## src/rtl/hamming_pkg.sv

```systemverilog
`default_nettype none
// ============================================================================
//  Module   : hamming_pkg
//  Purpose  : Shared definitions for the Hamming SECDED encoder/decoder pair:
//             codeword bit positions, fault-injection mode encodings, the
//             transmitter FSM state type and the injection-mask helper.
//  Ports    : (package, none)
//  Revision : 1.0 - initial release
// ============================================================================
package hamming_pkg;

    // Codeword layout {c_all,d3,d2,d1,c2,d0,c1,c0}, bit7 down to bit0
    localparam int C_BIT_C0   = 0;
    localparam int C_BIT_C1   = 1;
    localparam int C_BIT_D0   = 2;
    localparam int C_BIT_C2   = 3;
    localparam int C_BIT_D1   = 4;
    localparam int C_BIT_D2   = 5;
    localparam int C_BIT_D3   = 6;
    localparam int C_BIT_CALL = 7;

    // Fault-injection modes; 2'b11 is deliberately treated as "none"
    localparam logic [1:0] C_INJ_NONE   = 2'b00;
    localparam logic [1:0] C_INJ_SINGLE = 2'b01;
    localparam logic [1:0] C_INJ_DOUBLE = 2'b10;

    typedef enum logic [1:0] {
        ST_IDLE    = 2'd0,
        ST_SEND_LO = 2'd1,
        ST_SEND_HI = 2'd2
    } tx_state_t;

    // Double flips wrap from bit 7 back to bit 0 via 3-bit overflow.
    function automatic logic [7:0] inj_mask(input logic [1:0] mode,
                                            input logic [2:0] pos);
        logic [2:0] pos_next;
        logic [7:0] mask;
        pos_next = pos + 3'd1;
        mask     = 8'h00;
        case (mode)
            C_INJ_SINGLE: mask = 8'd1 << pos;
            C_INJ_DOUBLE: mask = (8'd1 << pos) | (8'd1 << pos_next);
            default:      mask = 8'h00;
        endcase
        return mask;
    endfunction

endpackage
`default_nettype wire

```

## src/rtl/hamming_nibble_enc.sv

```systemverilog
`default_nettype none
// ============================================================================
//  Module   : hamming_nibble_enc
//  Purpose  : Combinational SECDED encoder, one 4-bit nibble to an 8-bit
//             Hamming(7,4) codeword plus overall parity bit.
//  Ports    : i_nibble [3:0] - data nibble {d3,d2,d1,d0}
//             o_code   [7:0] - codeword {c_all,d3,d2,d1,c2,d0,c1,c0}
//  Revision : 1.0 - initial release
// ============================================================================
module hamming_nibble_enc
    import hamming_pkg::*;
(
    input  logic [3:0] i_nibble,
    output logic [7:0] o_code
);

    logic [7:0] w_code;

    always_comb begin
        w_code             = 8'h00;
        w_code[C_BIT_D0]   = i_nibble[0];
        w_code[C_BIT_D1]   = i_nibble[1];
        w_code[C_BIT_D2]   = i_nibble[2];
        w_code[C_BIT_D3]   = i_nibble[3];
        w_code[C_BIT_C0]   = i_nibble[0] ^ i_nibble[1] ^ i_nibble[3];
        w_code[C_BIT_C1]   = i_nibble[0] ^ i_nibble[2] ^ i_nibble[3];
        w_code[C_BIT_C2]   = i_nibble[1] ^ i_nibble[2] ^ i_nibble[3];
        // Overall parity covers the seven Hamming bits, giving double-error detection
        w_code[C_BIT_CALL] = ^w_code[6:0];
    end

    assign o_code = w_code;

endmodule
`default_nettype wire

```

## src/rtl/hamming_encoder_tx.sv

```systemverilog
`default_nettype none
// ============================================================================
//  Module   : hamming_encoder_tx
//  Purpose  : Byte-to-SECDED transmitter. Each accepted byte is sent as two
//             codewords (low nibble first) over a valid/ready link, with
//             optional single/double bit-flip injection for decoder testing.
//  Ports    : clk, rst              - clock, synchronous active-high reset
//             in_data/valid/ready   - byte input handshake
//             inj_mode, inj_pos     - fault injection controls (with the byte)
//             code_out/valid/ready  - codeword output handshake
//             code_last             - high-nibble codeword marker
//             byte_count            - completed bytes, modulo 256
//  Revision : 1.0 - initial release
// ============================================================================
module hamming_encoder_tx
    import hamming_pkg::*;
#(
    parameter bit INJ_EN = 1'b1
) (
    input  logic       clk,
    input  logic       rst,
    input  logic [7:0] in_data,
    input  logic       in_valid,
    output logic       in_ready,
    input  logic [1:0] inj_mode,
    input  logic [2:0] inj_pos,
    output logic [7:0] code_out,
    output logic       code_valid,
    input  logic       code_ready,
    output logic       code_last,
    output logic [7:0] byte_count
);

    tx_state_t  r_state;
    tx_state_t  w_state_nxt;

    // Only the high nibble is kept: the low codeword is built straight from in_data
    logic [3:0] r_hi_nib;
    logic [1:0] r_mode;
    logic [2:0] r_pos;

    logic [7:0] r_code;
    logic       r_valid;
    logic       r_last;
    logic [7:0] r_count;

    logic [7:0] w_code_nxt;
    logic       w_valid_nxt;
    logic       w_last_nxt;
    logic [7:0] w_count_nxt;
    logic       w_load;

    logic       w_in_ready;
    logic       w_accept;
    logic       w_hs;
    logic [1:0] w_mode_in;
    logic [3:0] w_nibble;
    logic [7:0] w_mask;
    logic [7:0] w_enc;

    assign w_in_ready = ~rst & ((r_state == ST_IDLE) |
                                ((r_state == ST_SEND_HI) & code_ready));
    assign w_accept   = in_valid & w_in_ready;
    assign w_hs       = r_valid & code_ready;
    assign w_mode_in  = INJ_EN ? inj_mode : C_INJ_NONE;

    // A newly accepted byte always feeds the encoder; otherwise the stored
    // high nibble and its captured injection settings are used.
    assign w_nibble = w_accept ? in_data[3:0] : r_hi_nib;
    assign w_mask   = w_accept ? inj_mask(w_mode_in, inj_pos)
                               : inj_mask(r_mode, r_pos);

    hamming_nibble_enc u_enc (
        .i_nibble (w_nibble),
        .o_code   (w_enc)
    );

    always_comb begin
        w_state_nxt = r_state;
        w_code_nxt  = r_code;
        w_valid_nxt = r_valid;
        w_last_nxt  = r_last;
        w_count_nxt = r_count;
        w_load      = 1'b0;
        case (r_state)
            ST_IDLE: begin
                if (w_accept) begin
                    w_state_nxt = ST_SEND_LO;
                    w_code_nxt  = w_enc ^ w_mask;
                    w_valid_nxt = 1'b1;
                    w_last_nxt  = 1'b0;
                    w_load      = 1'b1;
                end
            end
            ST_SEND_LO: begin
                if (w_hs) begin
                    w_state_nxt = ST_SEND_HI;
                    w_code_nxt  = w_enc ^ w_mask;
                    w_last_nxt  = 1'b1;
                end
            end
            ST_SEND_HI: begin
                if (w_hs) begin
                    w_count_nxt = r_count + 8'd1;
                    if (w_accept) begin
                        w_state_nxt = ST_SEND_LO;
                        w_code_nxt  = w_enc ^ w_mask;
                        w_valid_nxt = 1'b1;
                        w_last_nxt  = 1'b0;
                        w_load      = 1'b1;
                    end else begin
                        w_state_nxt = ST_IDLE;
                        w_valid_nxt = 1'b0;
                        w_last_nxt  = 1'b0;
                    end
                end
            end
            default: begin
                w_state_nxt = ST_IDLE;
                w_valid_nxt = 1'b0;
                w_last_nxt  = 1'b0;
            end
        endcase
    end

    always_ff @(posedge clk) begin
        if (rst) begin
            r_state  <= ST_IDLE;
            r_code   <= 8'h00;
            r_valid  <= 1'b0;
            r_last   <= 1'b0;
            r_count  <= 8'h00;
            r_hi_nib <= 4'h0;
            r_mode   <= 2'b00;
            r_pos    <= 3'd0;
        end else begin
            r_state <= w_state_nxt;
            r_code  <= w_code_nxt;
            r_valid <= w_valid_nxt;
            r_last  <= w_last_nxt;
            r_count <= w_count_nxt;
            if (w_load) begin
                r_hi_nib <= in_data[7:4];
                r_mode   <= w_mode_in;
                r_pos    <= inj_pos;
            end
        end
    end

    assign in_ready   = w_in_ready;
    assign code_out   = r_code;
    assign code_valid = r_valid;
    assign code_last  = r_last;
    assign byte_count = r_count;

endmodule
`default_nettype wire
```

## config.mk

```make
export PLATFORM = sky130hd
export DESIGN_NAME = hamming_encoder_tx
export DESIGN_NICKNAME = d
export VERILOG_FILES = /design/src/rtl/hamming_pkg.sv /design/src/rtl/hamming_nibble_enc.sv /design/src/rtl/hamming_encoder_tx.sv
export SDC_FILE = /design/constraint.sdc
export NUM_CORES = 1
export LEC_CHECK = 0
export ABC_AREA = 0
export BUFFER_PORTS_ARGS = -buffer_cell sky130_fd_sc_hd__buf_4
export CAP_MARGIN = 20
export CORE_AREA = 2 2 60 90
export CTS_CLUSTER_DIAMETER = 200
export CTS_CLUSTER_SIZE = 16
export DETAILED_ROUTE_END_ITERATION = 16
export DIE_AREA = 0 0 62 92
export GPL_TIMING_DRIVEN = 0
export PLACE_DENSITY = 0.67
export SETUP_SLACK_MARGIN = 0.1
export SLEW_MARGIN = 40
export SYNTH_ARGS = -nofsm -noshare
export SYNTH_HDL_FRONTEND = slang
export SYNTH_SLANG_ARGS = --single-unit
```

## constraint.sdc

```tcl
create_clock -name clk -period 2.1 [get_ports clk]
set_clock_uncertainty 0.1 [all_clocks]
set_input_delay 0.315 -clock clk [delete_from_list [all_inputs] [get_ports clk]]
set_output_delay 0.315 -clock clk [all_outputs]
set_load 0.02 [all_outputs]
```

## Yosys cells after proc, flatten, opt, wreduce, memory -nomap -nowiden

Index checks and enable logic that the tools add are counted.

| storage, ports and cells | value |
|---|---|
| bits in registers | 29 |
| input port bits | 17 |
| output and inout port bits | 19 |
| word-level logic and storage cells | 70 |

| operators by class | value |
|---|---|
| add/subtract/negate cells | 3 |
| equal/unequal tests | 9 |
| shift-type cells | 4 |
| mux-type cells | 23 |
| bitwise operators | 16 |
| reduce and logical (&&, ||, !) cells | 7 |

Operators with widths:

| cell | number |
|---|---|
| 8-bit two-way mux | 4 |
| 8-bit case mux with 2 select lines | 2 |
| 1-bit by 3-bit left shift with 8-bit output, first input constant | 4 |
| 8-bit case mux with 3 select lines | 1 |
| 8-bit OR | 2 |
| 3-bit AND reduction | 3 |
| 8-bit by 1-bit adder with 8-bit output, second input constant | 1 |
| 1-bit two-way mux | 8 |
| 8-bit bitwise XOR | 1 |
| 7-bit parity | 1 |
| 3-bit by 1-bit adder with 3-bit output, second input constant | 2 |
| 2-bit by 1-bit equality test with 1-bit output, second input constant | 3 |
| 2-bit equality test, second input constant | 3 |
| 2-bit two-way mux | 3 |
| 2-bit inequality test, second input constant | 3 |
| 1-bit case mux with 3 select lines | 2 |
| 2-bit case mux with 3 select lines | 1 |
| 1-bit bitwise XOR | 6 |
| 1-bit AND | 4 |
| 4-bit two-way mux | 1 |
| 3-bit nonzero test | 1 |
| 2-bit logical NOT | 1 |
| 1-bit NOT | 2 |
| 1-bit case mux with 2 select lines | 1 |
| 2 further kinds | 2 |

## Depth between registers and ports, before layout

| logic depth | value |
|---|---|
| depth after elaboration | 13 |
| mapped depth | 9 |
| depth with buffers taken out | 8 |

## Modules after synthesis

A second synthesis with hierarchy kept.

| unflattened totals | value |
|---|---|
| cells, all modules | 200 |
| area, all modules | 1831.8 um2 |

By module, submodules not included:

| module | times used | cells an instance | area each (um2) | sequential area each (um2) |
|---|---|---|---|---|
| hamming_encoder_tx | 1 | 192 | 1699.1 | 560.5 |
| hamming_nibble_enc | 1 | 8 | 132.6 | 0.0 |

## Worst setup path after synthesis

Ideal clock, no wire load.

| timing path | value |
|---|---|
| kind | in2reg |
| start | input port inj_pos[0] |
| end | register r_code[7], in the netlist code_out[7] |
| setup time | 0.080 ns |
| arrival | 1.707 ns |
| required time | 1.920 ns |
| slack | 0.213 ns |
| stages on the path | 9 |
| buffers on the path | 1 |
| cells stage by stage | clkbuf_1 > nand2_1 > inv_1 > ha_1 > nand2b_1 > o21ai_0 > a22oi_1 > xor2_1 > a211oi_2 |

| on the way | value |
|---|---|
| cells in the longest elaborated chain, start to end | 9 |
| elaborated cells on any way between the ends | 11 |
| classes of those cells | 1 x add/sub; 2 x shift; 6 x mux; 2 x bitwise |

RTL lines:

| what | RTL line | source |
|---|---|---|
| start: declaration | hamming_encoder_tx.sv:26 | `input logic [2:0] inj_pos,` |
| 3-bit by 1-bit adder with 3-bit output | hamming_pkg.sv:38 | `pos_next = pos + 3'd1;` |
| 1-bit by 3-bit left shift with 8-bit output | hamming_pkg.sv:42 | `C_INJ_DOUBLE: mask = (8'd1 << pos) \| (8'd1 << pos_next);` |
| 8-bit OR | hamming_pkg.sv:42 |  |
| 8-bit case mux with 2 select lines * | hamming_pkg.sv:40 | `case (mode)` |
| 8-bit two-way mux * | hamming_encoder_tx.sv:70 | `assign w_mask = w_accept ? inj_mask(w_mode_in, inj_pos)` |
| 8-bit bitwise XOR * | hamming_encoder_tx.sv:89, hamming_encoder_tx.sv:98, hamming_encoder_tx.sv:107 |  |
| 8-bit two-way mux | hamming_encoder_tx.sv:87, hamming_encoder_tx.sv:105 |  |
| 8-bit two-way mux | hamming_encoder_tx.sv:103 | `if (w_hs) begin` |
| 8-bit case mux with 3 select lines * | hamming_encoder_tx.sv:85 | `case (r_state)` |
| end signal: assignment | hamming_encoder_tx.sv:138 | `r_code <= w_code_nxt;` |
| end: declaration | hamming_encoder_tx.sv:42 | `logic [7:0] r_code;` |

Mark *: on every way between the ends. The rest lies on a longest branch, timed or not. The select of a mux whose other input is x is not followed.
A chain may end at the register's enable or synchronous reset.

## Worst setup path in the final report

| timing path | value |
|---|---|
| start | register r_pos[1] |
| end | register r_code[4], in the netlist code_out[4] |

| on the way | value |
|---|---|
| cells in the longest elaborated chain, start to end | 9 |
| elaborated cells on any way between the ends | 11 |
| classes of those cells | 1 x add/sub; 2 x shift; 6 x mux; 2 x bitwise |

RTL lines:

| what | RTL line | source |
|---|---|---|
| start: declaration | hamming_encoder_tx.sv:40 | `logic [2:0] r_pos;` |
| start signal: assignment | hamming_encoder_tx.sv:145 | `r_pos <= inj_pos;` |
| 3-bit by 1-bit adder with 3-bit output | hamming_pkg.sv:38 |  |
| 1-bit by 3-bit left shift with 8-bit output | hamming_pkg.sv:42 |  |
| 8-bit OR | hamming_pkg.sv:42 |  |
| 8-bit case mux with 2 select lines * | hamming_pkg.sv:40 |  |
| 8-bit two-way mux * | hamming_encoder_tx.sv:70 |  |
| 8-bit bitwise XOR * | hamming_encoder_tx.sv:89, hamming_encoder_tx.sv:98, hamming_encoder_tx.sv:107 |  |
| 8-bit two-way mux | hamming_encoder_tx.sv:87, hamming_encoder_tx.sv:105 |  |
| 8-bit two-way mux | hamming_encoder_tx.sv:103 |  |
| 8-bit case mux with 3 select lines * | hamming_encoder_tx.sv:85 |  |

Marked as above.

==> summary.txt <==
Status
  – Status: finished, final reports clean

Logic synthesis
  – Compound-gate portion of the synthesized area: approximately a fifth
  – Mapped Nets: ~250
  – Xor and xnor area share after synthesis: 12.5%
  – EDFF count, synth: 0
  – Yosys reg bits: 28
  – Post-Syn Area: 0.00189 mm²
  – Area share of and/or/nand/nor cells after synthesis: between 10% and 20%
  – Yosys cell types: 40
  – Post-synthesis async set-or-reset flop share: 0%
  – Sequential share of the synthesized area: 29.6%
  – Mean Syn Cell Area: between 8 and 9 µm²
  – Largest family of logic cells by synthesized area: compound AO/OA/AOI/OAI gates
  – Ys flop type: dfxtp_1
  – Warnings from Yosys: 0
  – Synth Instances: 220
  – Adder-cell area share of the yosys netlist: 5.94%
  – Mux contribution to synthesized area: 5.81%

Finish
  – Nets@finish: 285
  – Share of cells above drive strength 1: 26.7%
  – # fillers: roughly 500
  – Antenna Cells: 0
  – Area growth, synth to finish: 25.0%
  – Reg area: 562 µm²
  – Final Cell Area: between 0.002 and 0.0025 mm²
  – Leading cell type in the layout, fill and taps excluded: buf_4
  – Multi-input logic area: 0.00128 mm²
  – Fin cells: approximately 330
  – Commonest non-fill, non-tap cells in the layout: buf_4, dfxtp_1, nor2_1

Global routing
  – First-pass GRT wire length: 7.07 mm
  – Grt ovf: 0
  – Total Routing Usage GR: approximately 16%
  – Vias in the first global route: approximately 1600
  – Largest net degree at the start of global routing: 17
  – Antenna violations before repair: 0

Floorplanning
  – Starting density of the core: between 30% and 40%
  – Die Wd: 62 µm
  – Die Y: between 90 and 100 µm
  – Rows: 32
  – Die area: 0.00570 mm²
  – Core area: 0.00500 mm²
  – I/O pins: 36

Routing
  – Routed Antenna Nets: 0
  – DRT met1 WL: 1.72 mm
  – DRT iter0 DRCs: 25
  – DR WL met3: 143 µm
  – Via-to-Cell Ratio: 5.08
  – Max layer used: met4
  – Via count: 1656
  – DR pass1 iterations: 4
  – Final wirelength: 4.19 mm
  – Wire per inst: 12.8 µm
  – Met2 Wirelength: about 2.2 mm
  – Residual DRC: 0

Timing
  – Worst-Margin Slew: 0.581 ns
  – Rel. slew slack: between 60% and 70%
  – Final setup viols: 0
  – Post-route minimum period: roughly 1.9 ns
  – Fmax: 519 MHz
  – Final max-slew violation count: 0
  – Final hold viol count: 0
  – Tcrit/Tclk final: approximately nine tenths
  – RSZ-0062 raised after global routing: true

Power and ir drop
  – Switching portion of total power: 28.6%
  – Internal power: 0.968 mW
  – Power Dens Cells: 573 mW/mm²
  – Clock power share: 32.1%
  – Reg power frac: 43.0%
  – Peak supply drop: 0.550 mV
  – Net switching power: 0.388 mW
  – Static Leak: 0.916 nW
  – Comb pwr share: approximately a quarter

Placement
  – Area after DPL: approximately 0.0022 mm²
  – Dpl hpwl: 3.26 mm
  – Input/output buffers: 34
  – Gpl congestion: 0.834
  – DP Cell Count: ~320

Worst setup path
  – Reg2reg end: code_out[4]$_SDFFE_PP0P_
  – Arrival @ worst endpoint: about 2 ns
  – Worst path cell trace: clkbuf_4 -> nand2_4 -> inv_1 -> ha_1 -> nand2b_1 -> o32ai_2 -> a22oi_2 -> xnor2_1 -> a211oi_2
  – Critical path class: register to register
  – Crit-path max FO: 10
  – Crit. Startpoint: r_pos[1]$_SDFFE_PP0P_
  – CP required: ~2.2 ns
  – Largest stage delay on the critical path: 0.31 ns
  – Slowest CP cell: dfxtp_1
  – Worst setup SP type: register
  – Crit. End Element: register
  – CP Capture Point: code_out[4]$_SDFFE_PP0P_
  – Worst R2R Setup Slack: 0.17 ns
  – Worst r2r path cells: 9
  – Reg2reg start: r_pos[1]$_SDFFE_PP0P_

CTS
  – Worst-skew pair later-pin latency: 0.28 ns
  – Setup bufs post-CTS: 0
  – TritonCTS buffer count: 3
  – Clk buf depth: 2
  – Clock transition at the registers of the reported paths: 0.10 ns
  – Num Clock Sinks: 28
  – H-tree depth: 1
  – CTS tree: done
  – Clock root cell: clkbuf_8

Worst hold path
  – Hold Path Class: input port to register
  – Worst hold path depth: 3

Run
  – Max Cap Viol: 0
==> synth_stat cells, types with 2 or more instances <==
cell type / number / area [µm²]
nor2_1: 19 / 71.3
a22oi_1: 8 / 60.1
dfxtp_1: 28 / 561
nand4_1: 2 / 12.5
a32o_1: 2 / 20.0
xor2_1: 13 / 114
buf_6: 2 / 22.5
xnor2_1: 14 / 123
o21bai_1: 2 / 15.0
inv_1: 11 / 41.3
nand2_1: 16 / 60.1
a211oi_2: 5 / 62.6
mux2i_1: 11 / 110
and3_1: 2 / 12.5
o32ai_1: 4 / 35.0
a211oi_1: 3 / 22.5
ha_1: 9 / 113
buf_2: 2 / 10.0
nor3_1: 3 / 15.0
nor2_2: 2 / 12.5
o22ai_1: 4 / 25.0
nand3_1: 12 / 60.1
a21oi_1: 13 / 65.1
clkbuf_1: 6 / 22.5
nand2b_1: 8 / 50.1
o21ai_0: 5 / 25.0
==> per-layer routing <==
layer | up-vias | global-route usage [%]
met1 | 753 | 19.6
li1 | 859 | -
met4 | 0 | 6.56
met2 | 33 | 26.7
met5 | - | 0
met3 | 11 | 2.54
==> stage by stage <==
step | util (%) | worst slack, ns | total power [mW] | setup TNS [ns] | hold WS [ns]
floorplan | - | 0.213 | 0.823 | 0 | 0.353
global placement | 44.7 | -0.116 | 0.923 | -0.211 | 0.372
detailed placement | 44.7 | -0.134 | 0.927 | -0.294 | 0.376
CTS | 46.1 | 0.112 | 1.36 | 0 | 0.181
global route | 47.3 | 0.0399 | 1.42 | 0 | 0.192
finish | 47.3 | 0.174 | 1.36 | 0 | 0.183
==> repair_timing <==
action	in CTS	in global routing
pin swaps	0	6
endpoints found under the setup margin	4	8
gates resized for setup	1	15
hold buffers	0	0
==> logic make-up after synthesis <==
group | count (synthesis)
fa+ha+maj | 9
xor+xnor | 27
flops | 28
compound gates | 51
buf+inv | 22
simple gates | 72
mux | 11
==> state kept, by name (all words and copies together), names as in the netlist <==
signal / flops
r_mode: 2
r_hi_nib: 4
code_out: 8
code_valid: 1
r_state: 2
r_pos: 3
byte_count: 8
==> layout make-up <==
cell class	instances	area share, %
timing repair buffer	34	10.8
sequential	28	23.7
inverter	11	1.74
clock inverter	1	1.27
buffer	11	3.17
tap	68	3.59
multi-input combinational	170	54.0
clock buffer	3	1.74
==> worst min path at each step <==
stage,end,start,slack (ns)
after floorplan,r_mode[1]$_SDFFE_PP0P_,r_mode[1]$_SDFFE_PP0P_,0.35
after global placement,r_mode[0]$_SDFFE_PP0P_,r_mode[0]$_SDFFE_PP0P_,0.37
after detailed placement,r_mode[1]$_SDFFE_PP0P_,r_mode[1]$_SDFFE_PP0P_,0.38
after CTS,r_hi_nib[3]$_SDFFE_PP0P_,in_data[7],0.18
after global routing,r_hi_nib[3]$_SDFFE_PP0P_,in_data[7],0.19
final,r_hi_nib[3]$_SDFFE_PP0P_,in_data[7],0.18
==> worst max-delay path: cells and delay by family, from the launching register on <==
kind | cells | cell delay [ns]
compound gates | 3 | 0.50
fa+ha+maj | 1 | 0.29
buf+inv | 2 | 0.24
flops | 1 | 0.31
xor+xnor | 1 | 0.16
simple gates | 2 | 0.26
==> power by group through the flow <==
stage | logic [mW] | registers (mW) | clock network, mW
6_report | 0.338 | 0.583 | 0.435
5_1_grt | 0.371 | 0.588 | 0.462
4_1_cts | 0.334 | 0.582 | 0.441
3_5_place_dp | 0.332 | 0.595 | 0
3_3_place_gp | 0.328 | 0.594 | 0
2_1_floorplan | 0.208 | 0.614 | 0
(Power assumes the default switching activity.)
